<file path="config.mk">
export PLATFORM = sky130hd
export DESIGN_NAME = div_radix2
export DESIGN_NICKNAME = d
export VERILOG_FILES = /design/src/rtl/div_radix2.sv
export SDC_FILE = /design/constraint.sdc
export NUM_CORES = 1
export LEC_CHECK = 0
export BUFFER_PORTS_ARGS = -buffer_cell sky130_fd_sc_hd__buf_2
export CAP_MARGIN = 30
export CORE_ASPECT_RATIO = 0.6
export CORE_MARGIN = 5
export CORE_UTILIZATION = 40
export CTS_CLUSTER_SIZE = 25
export DETAILED_ROUTE_END_ITERATION = 10
export PLACE_DENSITY = 0.69
export SLEW_MARGIN = 20
export SYNTH_ARGS = -nofsm -noshare
export SYNTH_HDL_FRONTEND = slang
export SYNTH_SLANG_ARGS = --single-unit
</file>
<file path="constraint.sdc">
create_clock -name clk -period 11.25 [get_ports clk]
set_clock_uncertainty 0.15 [all_clocks]
set_input_delay 1.125 -clock clk [delete_from_list [all_inputs] [get_ports clk]]
set_output_delay 1.125 -clock clk [all_outputs]
set_load 0.01 [all_outputs]
</file>
<file path="src/rtl/div_radix2.sv">
// Restoring radix-2 divider, 32/32 signed or unsigned, one quotient bit per clock.
// Ports: clk, rst, signed_div, opdata1, opdata2, start, annul in; result {rem,quot}, ready, stall out.
module div_radix2 (
  input  logic        clk,
  input  logic        rst,
  input  logic        signed_div,
  input  logic [31:0] opdata1,
  input  logic [31:0] opdata2,
  input  logic        start,
  input  logic        annul,
  output logic [63:0] result,
  output logic        ready,
  output logic        stall
);

  typedef enum logic [1:0] {
    IDLE  = 2'b00,
    DZERO = 2'b01,
    ON    = 2'b10,
    END   = 2'b11
  } state_t;

  state_t      state;
  state_t      state_n;
  logic [5:0]  cnt;
  logic [63:0] acc;
  logic [31:0] dvs;
  logic        neg_q;
  logic        neg_r;

  logic        load;
  logic        step_en;
  logic        commit;
  logic        commit_zero;

  logic [31:0] abs1;
  logic [31:0] abs2;
  logic [64:0] shifted;
  logic        fits;
  logic [63:0] acc_step;
  logic [31:0] quot_raw;
  logic [31:0] rem_raw;
  logic [31:0] quot_fix;
  logic [31:0] rem_fix;

  // Two's complement negation of 32'h80000000 yields itself,
  // which read unsigned is the required 2^31 magnitude.
  always_comb begin
    abs1 = opdata1;
    abs2 = opdata2;
    if (signed_div && opdata1[31])
      abs1 = 32'd0 - opdata1;
    if (signed_div && opdata2[31])
      abs2 = 32'd0 - opdata2;
  end

  // acc = {partial remainder, dividend/quotient}.
  // The shifted value is 65 bits wide; bit 64 set means
  // the trial subtract cannot go negative.
  always_comb begin
    shifted  = {acc, 1'b0};
    fits     = shifted[64] || (shifted[63:32] >= dvs);
    acc_step = shifted[63:0];
    if (fits)
      acc_step = {shifted[63:32] - dvs,
                  shifted[31:1], 1'b1};
  end

  always_comb begin
    quot_raw = acc_step[31:0];
    rem_raw  = acc_step[63:32];
    quot_fix = quot_raw;
    rem_fix  = rem_raw;
    if (neg_q)
      quot_fix = 32'd0 - quot_raw;
    if (neg_r)
      rem_fix = 32'd0 - rem_raw;
  end

  always_comb begin
    state_n     = state;
    load        = 1'b0;
    step_en     = 1'b0;
    commit      = 1'b0;
    commit_zero = 1'b0;
    unique case (state)
      IDLE: begin
        if (start && !annul) begin
          if (opdata2 == 32'd0) begin
            state_n = DZERO;
          end else begin
            state_n = ON;
            load    = 1'b1;
          end
        end
      end
      ON: begin
        if (annul) begin
          state_n = IDLE;
        end else begin
          step_en = 1'b1;
          if (cnt == 6'd31) begin
            state_n = END;
            commit  = 1'b1;
          end
        end
      end
      DZERO: begin
        if (annul) begin
          state_n = IDLE;
        end else begin
          state_n     = END;
          commit_zero = 1'b1;
        end
      end
      END: begin
        state_n = IDLE;
      end
      default: begin
        state_n = IDLE;
      end
    endcase
  end

  always_ff @(posedge clk) begin
    if (rst) begin
      state  <= IDLE;
      cnt    <= 6'd0;
      acc    <= 64'd0;
      dvs    <= 32'd0;
      neg_q  <= 1'b0;
      neg_r  <= 1'b0;
      result <= 64'd0;
    end else begin
      state <= state_n;
      if (load) begin
        acc   <= {32'd0, abs1};
        dvs   <= abs2;
        cnt   <= 6'd0;
        neg_q <= signed_div
                 && (opdata1[31] ^ opdata2[31]);
        neg_r <= signed_div && opdata1[31];
      end
      if (step_en) begin
        acc <= acc_step;
        cnt <= cnt + 6'd1;
      end
      if (commit)
        result <= {rem_fix, quot_fix};
      if (commit_zero)
        result <= 64'd0;
    end
  end

  assign ready = (state == END);
  assign stall = start & ~ready;

endmodule
</file>
==> metrics.txt, run 1 <==
cts bufs inserted=17; die height=142 µm; Synth area leaders=dfxtp_1, a21oi_1, nor2_1, nand2_1, xor2_1; Port Buffer Count=134; status=finished clean; routability congestion estimate=1.00; cells after synthesis=1,582; Reg power frac=18.4%; starting density of the core=40.5%; Slew Limit Headroom=40.7%; via count=11,900; Post-Synthesis Cell Area=0.0116 mm²; period utilisation layout=49.8%; RSZ-0062 raised after global routing=false; number of enable flip-flop cells after synthesis=0; router iterations before antenna repair=6; highest-count cells in the layout ignoring fill and taps=nor2_1, nand2_1, dfxtp_1; Distinct cells, synth=74; final cell count without fillers=2,044; Max Slew Vio Count=0; CTS sink cnt=170; CP endpoint kind=flop; Worst-path clk slew=0.07 ns; startpoint types=flop; Area Growth Syn to Fin=13.3%; Yosys top cell area share=29.3%; Post-synth ARST share=0%; Final setup viols=0; Via density=5.84; Int Pwr=1.91 mW; num rows=48; CP max FO=49; fmax=179 MHz; crit path DAT=5.76 ns; Yosys warnings=0; commonest non-fill, non-tap cell in the layout=nor2_1; CTS-repair resized insts=0; share of post-route cells with drive strength above 1=12.6%; hold_buf cts=0; die extent in x=230 µm; root buffer cell=clkbuf_16; hold worst-path end=result[38]; gr ovfl total=0; drt initial violations=1,749; dpl hpwl=30,200 µm; Routed WL=39,200 µm; Wirelength per Cell=19.2 µm; Cells after DPL=2,006; vias in the first global route=10,300; cell area power density=303 mW/mm²; reg-to-reg startpoint=acc[31]; largest net degree at the start of global routing=95; Final Hold Fails=0; hold depth=2; Final min period=5.60 ns; clock group share of total power=16.2%; Detail Route Antenna Nets=0; Leak=5.17 nW; io pins=135; Hold Crit Start=result[38]; Layout Nets=1,764; Worst Hold Class=reg -> reg; Yosys reg bits=170; clock latency on the worst-skew pair=0.45 ns; worst path required time=11.41 ns; initial antenna violation count=4; Setup Buffers After CTS=0; area of the die=0.0326 mm²; reg2reg end=result[62]; GR Util All Layers=23.3%; DRC Markers=0; CTS tree=built; CP Class=reg -> reg; sequential-to-total area share from yosys stat=29.3%; r2r worst-path depth=18; Avg Cell Area, Syn=7.33 µm²; biggest area consumer among synthesized cells=dfxtp_1; Sw Pwr=2.07 mW; Worst VDD drop=212 µV; Combinational Power Share=65.4%; core area=0.0286 mm²; Main synth FF type=dfxtp_1; clk buf depth=2; Net Sw Frac=52.0%; max_cap viols=0; worst slew pin tran=0.883 ns; Final TNS setup=0 ns; post-synth net total=1,693; FF-to-FF setup slack=5.65 ns; Max H-tree Level=4; first-pass GRT wire length=60,300 µm
-- registers in the layout, summed over array words and instances, names as in the netlist --
| register | count |
|---|---|
| acc | 64 |
| cnt | 6 |
| dvs | 32 |
| neg_q | 1 |
| neg_r | 1 |
| result | 64 |
| state | 2 |
-- cell type report --
class	count	area, µm²
multi-input combinational	1254	7580
clock inverter	11	158
clock buffer	21	480
fill	2883	15500
tap	375	469
sequential	170	3400
inverter	59	221
timing repair buffer	151	818
antenna	3	7.51
-- Yosys cell counts, types with 41 or more instances --
| cell | number |
|---|---|
| o21ai_0 | 69 |
| nand2_1 | 190 |
| ha_1 | 41 |
| nand3_1 | 48 |
| xor2_1 | 79 |
| dfxtp_1 | 170 |
| a31oi_1 | 47 |
| xnor2_1 | 47 |
| a21oi_1 | 153 |
| a211oi_1 | 62 |
| nor2_1 | 198 |
| inv_1 | 58 |
| clkbuf_1 | 77 |
-- metal layers --
layer  track usage, %  up-vias  routed length [µm]
met5             2.70        -                 128
met4             3.71        4                 245
met3             8.92       22                5440
met2             24.9      605               12600
met1             40.5     5501               20800
li1                 -     5811                   -
-- through the flow --
step                setup slack [ns]  area [µm²]  util, %  hold WS (ns)  power [mW]
finish                          5.65       13100     45.9         0.298        3.98
global route                    5.24       13100     45.8         0.323        4.24
CTS                             5.71       13100     45.7         0.303        3.89
detailed placement              5.77       12500     43.5         0.295        3.23
global placement                5.91       12500     43.5         0.288        3.22
floorplan                       5.82       11600        -         0.282        2.59
-- critical path, cell delays in order, from the launching register on --
cell      delay [ns]
dfxtp_1         0.40
inv_1           0.08
ha_1            0.22
fa_1            0.40
nand2b_1        0.21
a21oi_1         0.27
a21oi_1         0.26
a21oi_2         0.24
or2_4           0.57
nand2_1         0.12
o21ai_0         0.16
ha_1            0.30
nand3_1         0.15
nor4_2          0.33
a31oi_1         0.28
or4_4           0.62
o41a_1          0.45
xnor2_1         0.16
a21oi_1         0.08
-- worst max-delay path by stage --
stage               startpoint    endpoint  slack [ns]  depth (start not counted)
finish                 acc[31]  result[62]        5.65                         18
global route           acc[31]  result[62]        5.24                         18
CTS                    acc[31]  result[62]        5.71                         18
detailed placement     acc[31]  result[62]        5.77                         18
global placement    opdata2[0]     acc[31]        5.91                         15
floorplan              acc[31]  result[62]        5.82                         22
-- power groups by stage --
stage          logic, mW  registers (mW)  clock network [mW]
4_1_cts             2.51           0.727               0.657
5_1_grt             2.83           0.735               0.677
3_3_place_gp        2.48           0.737                   0
3_5_place_dp        2.49           0.741                   0
2_1_floorplan       1.88           0.708                   0
6_report            2.60           0.732               0.647
-- cells by family after synthesis --
kind of cell | share of synthesized area [%]
flip-flops | 29.3
multiplexers | 1.65
adder cells (fa/ha/maj) | 4.59
AND/OR/NAND/NOR | 24.7
buffers and inverters | 5.40
XOR/XNOR | 9.51
AO/OA/AOI/OAI | 24.8
No activity file was read; power rests on OpenSTA's default activity.
==> inputs of run 2 (changes only) <==
==> constraint.sdc (replaced) <==
create_clock -name clk -period 5.6 [get_ports clk]
set_clock_uncertainty 0.15 [all_clocks]
set_input_delay 0.56 -clock clk [delete_from_list [all_inputs] [get_ports clk]]
set_output_delay 0.56 -clock clk [all_outputs]
set_load 0.01 [all_outputs]
==> run 2 against run 1 <==
Net effect: sequential power up 100%; worst setup slack worse by 5.3 ns; final area hardly changed; global-route usage up 0.52 points; core utilization is essentially flat; largest cell class unchanged; final cell count is 0.15% higher; sequential cell count is the same; clock-buffer cell count fell by 2; largest power group unchanged; power increased by 100%.
==> metrics.txt, run 2 (synthesis gave the netlist of run 1 again) <==
Wirelength per Cell=19.7 µm; fmax=191 MHz; critical path depth=15; Top Registers=acc x64, result x64, dvs x32; Final min period=5.23 ns; crit path DAT=5.39 ns; r2r worst-path depth=15; startpoint types=flop; Buf/Inv on CP=0; fillcell total=2,834; slowest CP cell=or4_4; largest net degree at the start of global routing=93; dpl hpwl=31,100 µm; met3 usage=8.64%; DRC Markers=0; root buffer cell=clkbuf_16; Via density=5.89; Max Slew Vio Count=0; initial antenna violation count=4; GR Util All Layers=23.9%; share of post-route cells with drive strength above 1=12.9%; Max H-tree Level=4; final cell count without fillers=2,047; GRT busiest layer=met1; router iterations before antenna repair=5; CTS tree=built; vias in the first global route=10,300; highest-count cells in the layout ignoring fill and taps=nor2_1, nand2_1, dfxtp_1; Port Buffer Count=134; Final Hold Fails=0; clock latency on the worst-skew pair=0.45 ns; area of the die=0.0326 mm²; Worst-path clk slew=0.07 ns; Routed WL=40,400 µm; status=finished clean; die extent in x=230 µm; CP max FO=20; cell area power density=621 mW/mm²; period utilisation layout=93.4%; starting density of the core=40.5%; commonest non-fill, non-tap cell in the layout=nor2_1; num rows=48; hold_buf cts=0; Detail Route Antenna Nets=0; worst path required time=5.76 ns; core area=0.0286 mm²; max_cap viols=0; CP Cell Sequence=ha_1 -> a21o_1 -> a221o_1 -> a31oi_4 -> o2111ai_2 -> or2_4 -> o21ai_0 -> ha_1 -> nand3_1 -> nor4_2 -> a31oi_1 -> or4_4 -> o41a_1 -> xnor2_1 -> a21oi_1; Setup Buffers After CTS=0; Final setup viols=0; Area Growth Syn to Fin=13.3%; Layout Nets=1,771; CP Class=reg -> reg; routability congestion estimate=0.978; Cells after DPL=2,016; io pins=135; hold depth=3; CTS sink cnt=170; cts bufs inserted=17; die height=142 µm; Worst VDD drop=480 µV; RSZ-0062 raised after global routing=false; cell family with most CP delay=compound AO/OA/AOI/OAI gates; Final TNS setup=0 ns; M2 GR Usage=26.2%; Critical Path Source=acc[40]; clk buf depth=2; first-pass GRT wire length=61,800 µm; Worst Hold Class=in -> reg; drt initial violations=1,413; gr ovfl total=0; Worst path most repeated cell=ha_1; M1 GR Usage=41.6%; worst slew pin tran=0.996 ns; FF-to-FF setup slack=0.37 ns; Max stage delay on crit path=0.59 ns; via count=12,100; Slew Limit Headroom=33.6%; Leak=5.19 nW; reg-to-reg startpoint=acc[40]; Hold Crit Start=opdata2[1]; CP endpoint kind=flop; CTS-repair resized insts=0
==> run 2: final timing paths <==
path                                    to
worst max-delay path            result[62]
worst min register to register  result[36]
worst min-delay path                dvs[1]
worst max register to register  result[62]
==> run 2: layer usage <==
metal / up-vias / wire length [µm]
met5: - / 27
met4: 4 / 254
met3: 27 / 5510
met2: 599 / 13200
met1: 5601 / 21400
li1: 5828 / -
==> run 2: worst reg2reg max path: cells and delay by family, from the launching register on <==
kind | cells | cell delay, ns
DFF | 1 | 0.34
adders and majority gates | 2 | 0.74
xor gates and xnor gates | 1 | 0.17
AOI/OAI and AO/OA | 8 | 2.24
and+or+nand+nor | 4 | 1.45
==> run 2: layout make-up <==
class                      count  area, µm²  area share (%)
multi-input combinational   1254       7590            57.8
clock inverter                11        145            1.10
tap                          375        469            3.57
sequential                   170       3400            25.9
antenna                        1       2.50          0.0190
timing repair buffer         158        866            6.59
clock buffer                  19        443            3.37
inverter                      59        221            1.69
==> run 2: power breakdown <==
group / total (mW) / switching [mW] / internal, mW / leakage [nW]
logic: 5.46 / 3.57 / 1.89 / 3.52
registers: 1.47 / 0.145 / 1.32 / 1.38
clock network: 1.24 / 0.530 / 0.710 / 0.293
total: 8.16 / 4.24 / 3.92 / 5.19
==> run 2: stage by stage <==
step	utilization [%]	setup slack (ns)	hold WS [ns]	area (µm²)	power [mW]
after floorplan	-	0.170	0.282	11600	5.20
after global placement	43.8	0.592	0.288	12500	6.66
after detailed placement	43.8	0.425	0.291	12500	6.71
after CTS	45.8	0.410	0.235	13100	7.96
after global routing	45.9	0.0905	0.246	13100	8.65
final	45.9	0.369	0.248	13100	8.16
==> inputs of run 3 (changes only) <==
--- a/config.mk
+++ b/config.mk
@@ -12,7 +12,8 @@
 export CORE_UTILIZATION = 40
 export CTS_CLUSTER_SIZE = 25
 export DETAILED_ROUTE_END_ITERATION = 10
-export PLACE_DENSITY = 0.69
+export PLACE_DENSITY_LB_ADDON = 0.12
+export REMOVE_ABC_BUFFERS = 1
 export SLEW_MARGIN = 20
 export SYNTH_ARGS = -nofsm -noshare
 export SYNTH_HDL_FRONTEND = slang
==> run 3 against run 2 <==
Net effect: non-clock buffer count grew 2; core utilization grew 0.079 points; die area is the same; final area grew 0.17%; final cell count grew 0.15%; combinational power shrank 3%; register-to-register slack gained 0.08 ns; worst hold slack lost 0.023 ns; sequential share of layout area is essentially flat; via count shrank 2.6%; critical path depth is the same; sequential cell count is the same; critical path type unchanged; largest power group unchanged.
==> metrics.txt, run 3 (synthesis gave the netlist of run 1 again) <==
clock latency on the worst-skew pair=0.46 ns; largest net degree at the start of global routing=59; period utilisation layout=92.0%; area of the die=0.0326 mm²; share of post-route cells with drive strength above 1=13.0%; Final min period=5.15 ns; worst path required time=5.77 ns; cts bufs inserted=17; CP Class=reg -> reg; RSZ-0062 raised after global routing=false; first-pass GRT wire length=61,200 µm; DRC Markers=0; num rows=48; Worst VDD drop=374 µV; Slew Limit Headroom=30.0%; router iterations before antenna repair=6; Top Registers=acc x64, result x64, dvs x32; io pins=135; clk buf depth=2; CP endpoint kind=flop; starting density of the core=40.5%; CTS tree=built; Wirelength per Cell=18.8 µm; routability congestion estimate=0.924; Final TNS setup=0 ns; Max Slew Vio Count=0; highest-count cells in the layout ignoring fill and taps=nor2_1, nand2_1, dfxtp_1; die extent in x=230 µm; root buffer cell=clkbuf_16; Worst Hold Class=in -> reg; GR Util All Layers=23.2%; Final Hold Fails=0; Fin Hold WS=0.225 ns; Detail Route Antenna Nets=0; vias in the first global route=10,700; CTS sink cnt=170; dpl hpwl=28,900 µm; status=finished clean; via count=11,800; cell area power density=608 mW/mm²; CP max FO=11; Via density=5.73; fin area=0.0132 mm²; fillcell total=2,973; gr ovfl total=0; max_cap viols=0; Leak=5.19 nW; Area Growth Syn to Fin=13.5%; crit path DAT=5.32 ns; core area=0.0286 mm²; n_diodes=0; Final setup viols=0; worst slew pin tran=1.04 ns; die height=142 µm; Worst-path clk slew=0.07 ns; Routed WL=38,500 µm; fmax=194 MHz; commonest non-fill, non-tap cell in the layout=nor2_1; hold_buf cts=0; drt initial violations=1,065; Max H-tree Level=4; placed inst area=0.0126 mm²; Port Buffer Count=134; startpoint types=flop; Layout Nets=1,773; initial antenna violation count=0
## run 3: changes by cell type in the layout (fill, tap and decap cells not counted), sizes merged
| cell | change |
|---|---|
| diode | -1 |
| clkinvlp | +2 |
| buf | +2 |
| clkinv | -4 |
| clkbuf | -1 |
| inv | +5 |
## run 3: per-stage QoR
stage	setup slack [ns]	cells	util (%)	total power [mW]
2_1_floorplan	0.661	1483	-	5.07
3_3_place_gp	0.539	2018	43.8	6.59
5_1_grt	0.0794	2050	45.9	8.53
3_5_place_dp	0.406	2018	43.8	6.59
6_report	0.447	2050	45.9	8.00
4_1_cts	0.388	2050	45.9	7.90
## run 3: what timing repair did
action | 4_1_cts | 5_1_grt
setup buffers | 0 | 0
endpoints found under the setup margin | 0 | 1
gates resized for setup | 0 | 1
## run 3: layer usage
metal	vias to the layer above	GRT usage (%)	share of wire [%]
li1	5816	-	-
met1	5559	37.1	53
met2	338	32.1	40
met3	38	3.76	5.9
met4	0	5.53	1.6
met5	-	0	0
## run 3: power breakdown
| group | internal (mW) | leakage [nW] | switching, mW |
|---|---|---|---|
| logic | 1.85 | 3.52 | 3.43 |
| clock network | 0.714 | 0.295 | 0.576 |
| registers | 1.32 | 1.38 | 0.110 |
| total | 3.88 | 5.19 | 4.11 |
## run 3: critical path, cell delays in order, from the launching register on
cell	delay [ns]
dfxtp_1	0.34
ha_1	0.44
a21o_1	0.28
a221o_1	0.44
a31oi_4	0.26
o2111ai_2	0.20
or2_4	0.36
o21ai_1	0.22
ha_1	0.25
nand3_1	0.14
nor4_2	0.32
a31oi_1	0.28
or4_4	0.65
o41a_1	0.45
xnor2_1	0.16
a21oi_1	0.08
## run 3: area by class of cell
| cell class | instances | area, µm² | share of cell area, % |
|---|---|---|---|
| tap | 375 | 469 | 3.56 |
| inverter | 59 | 221 | 1.68 |
| timing repair buffer | 160 | 868 | 6.60 |
| clock buffer | 18 | 429 | 3.26 |
| clock inverter | 14 | 183 | 1.39 |
| sequential | 170 | 3400 | 25.9 |
| multi-input combinational | 1254 | 7590 | 57.7 |
## run 3: final timing paths
kind | from | endpoint | slack (ns) | cells past startpoint
setup / recovery | acc[40] | result[62] | 0.45 | 15
hold / removal | opdata2[0] | dvs[0] | 0.23 | 3
setup reg to reg | acc[40] | result[62] | 0.45 | 15
hold reg to reg | result[48] | result[48] | 0.30 | 2
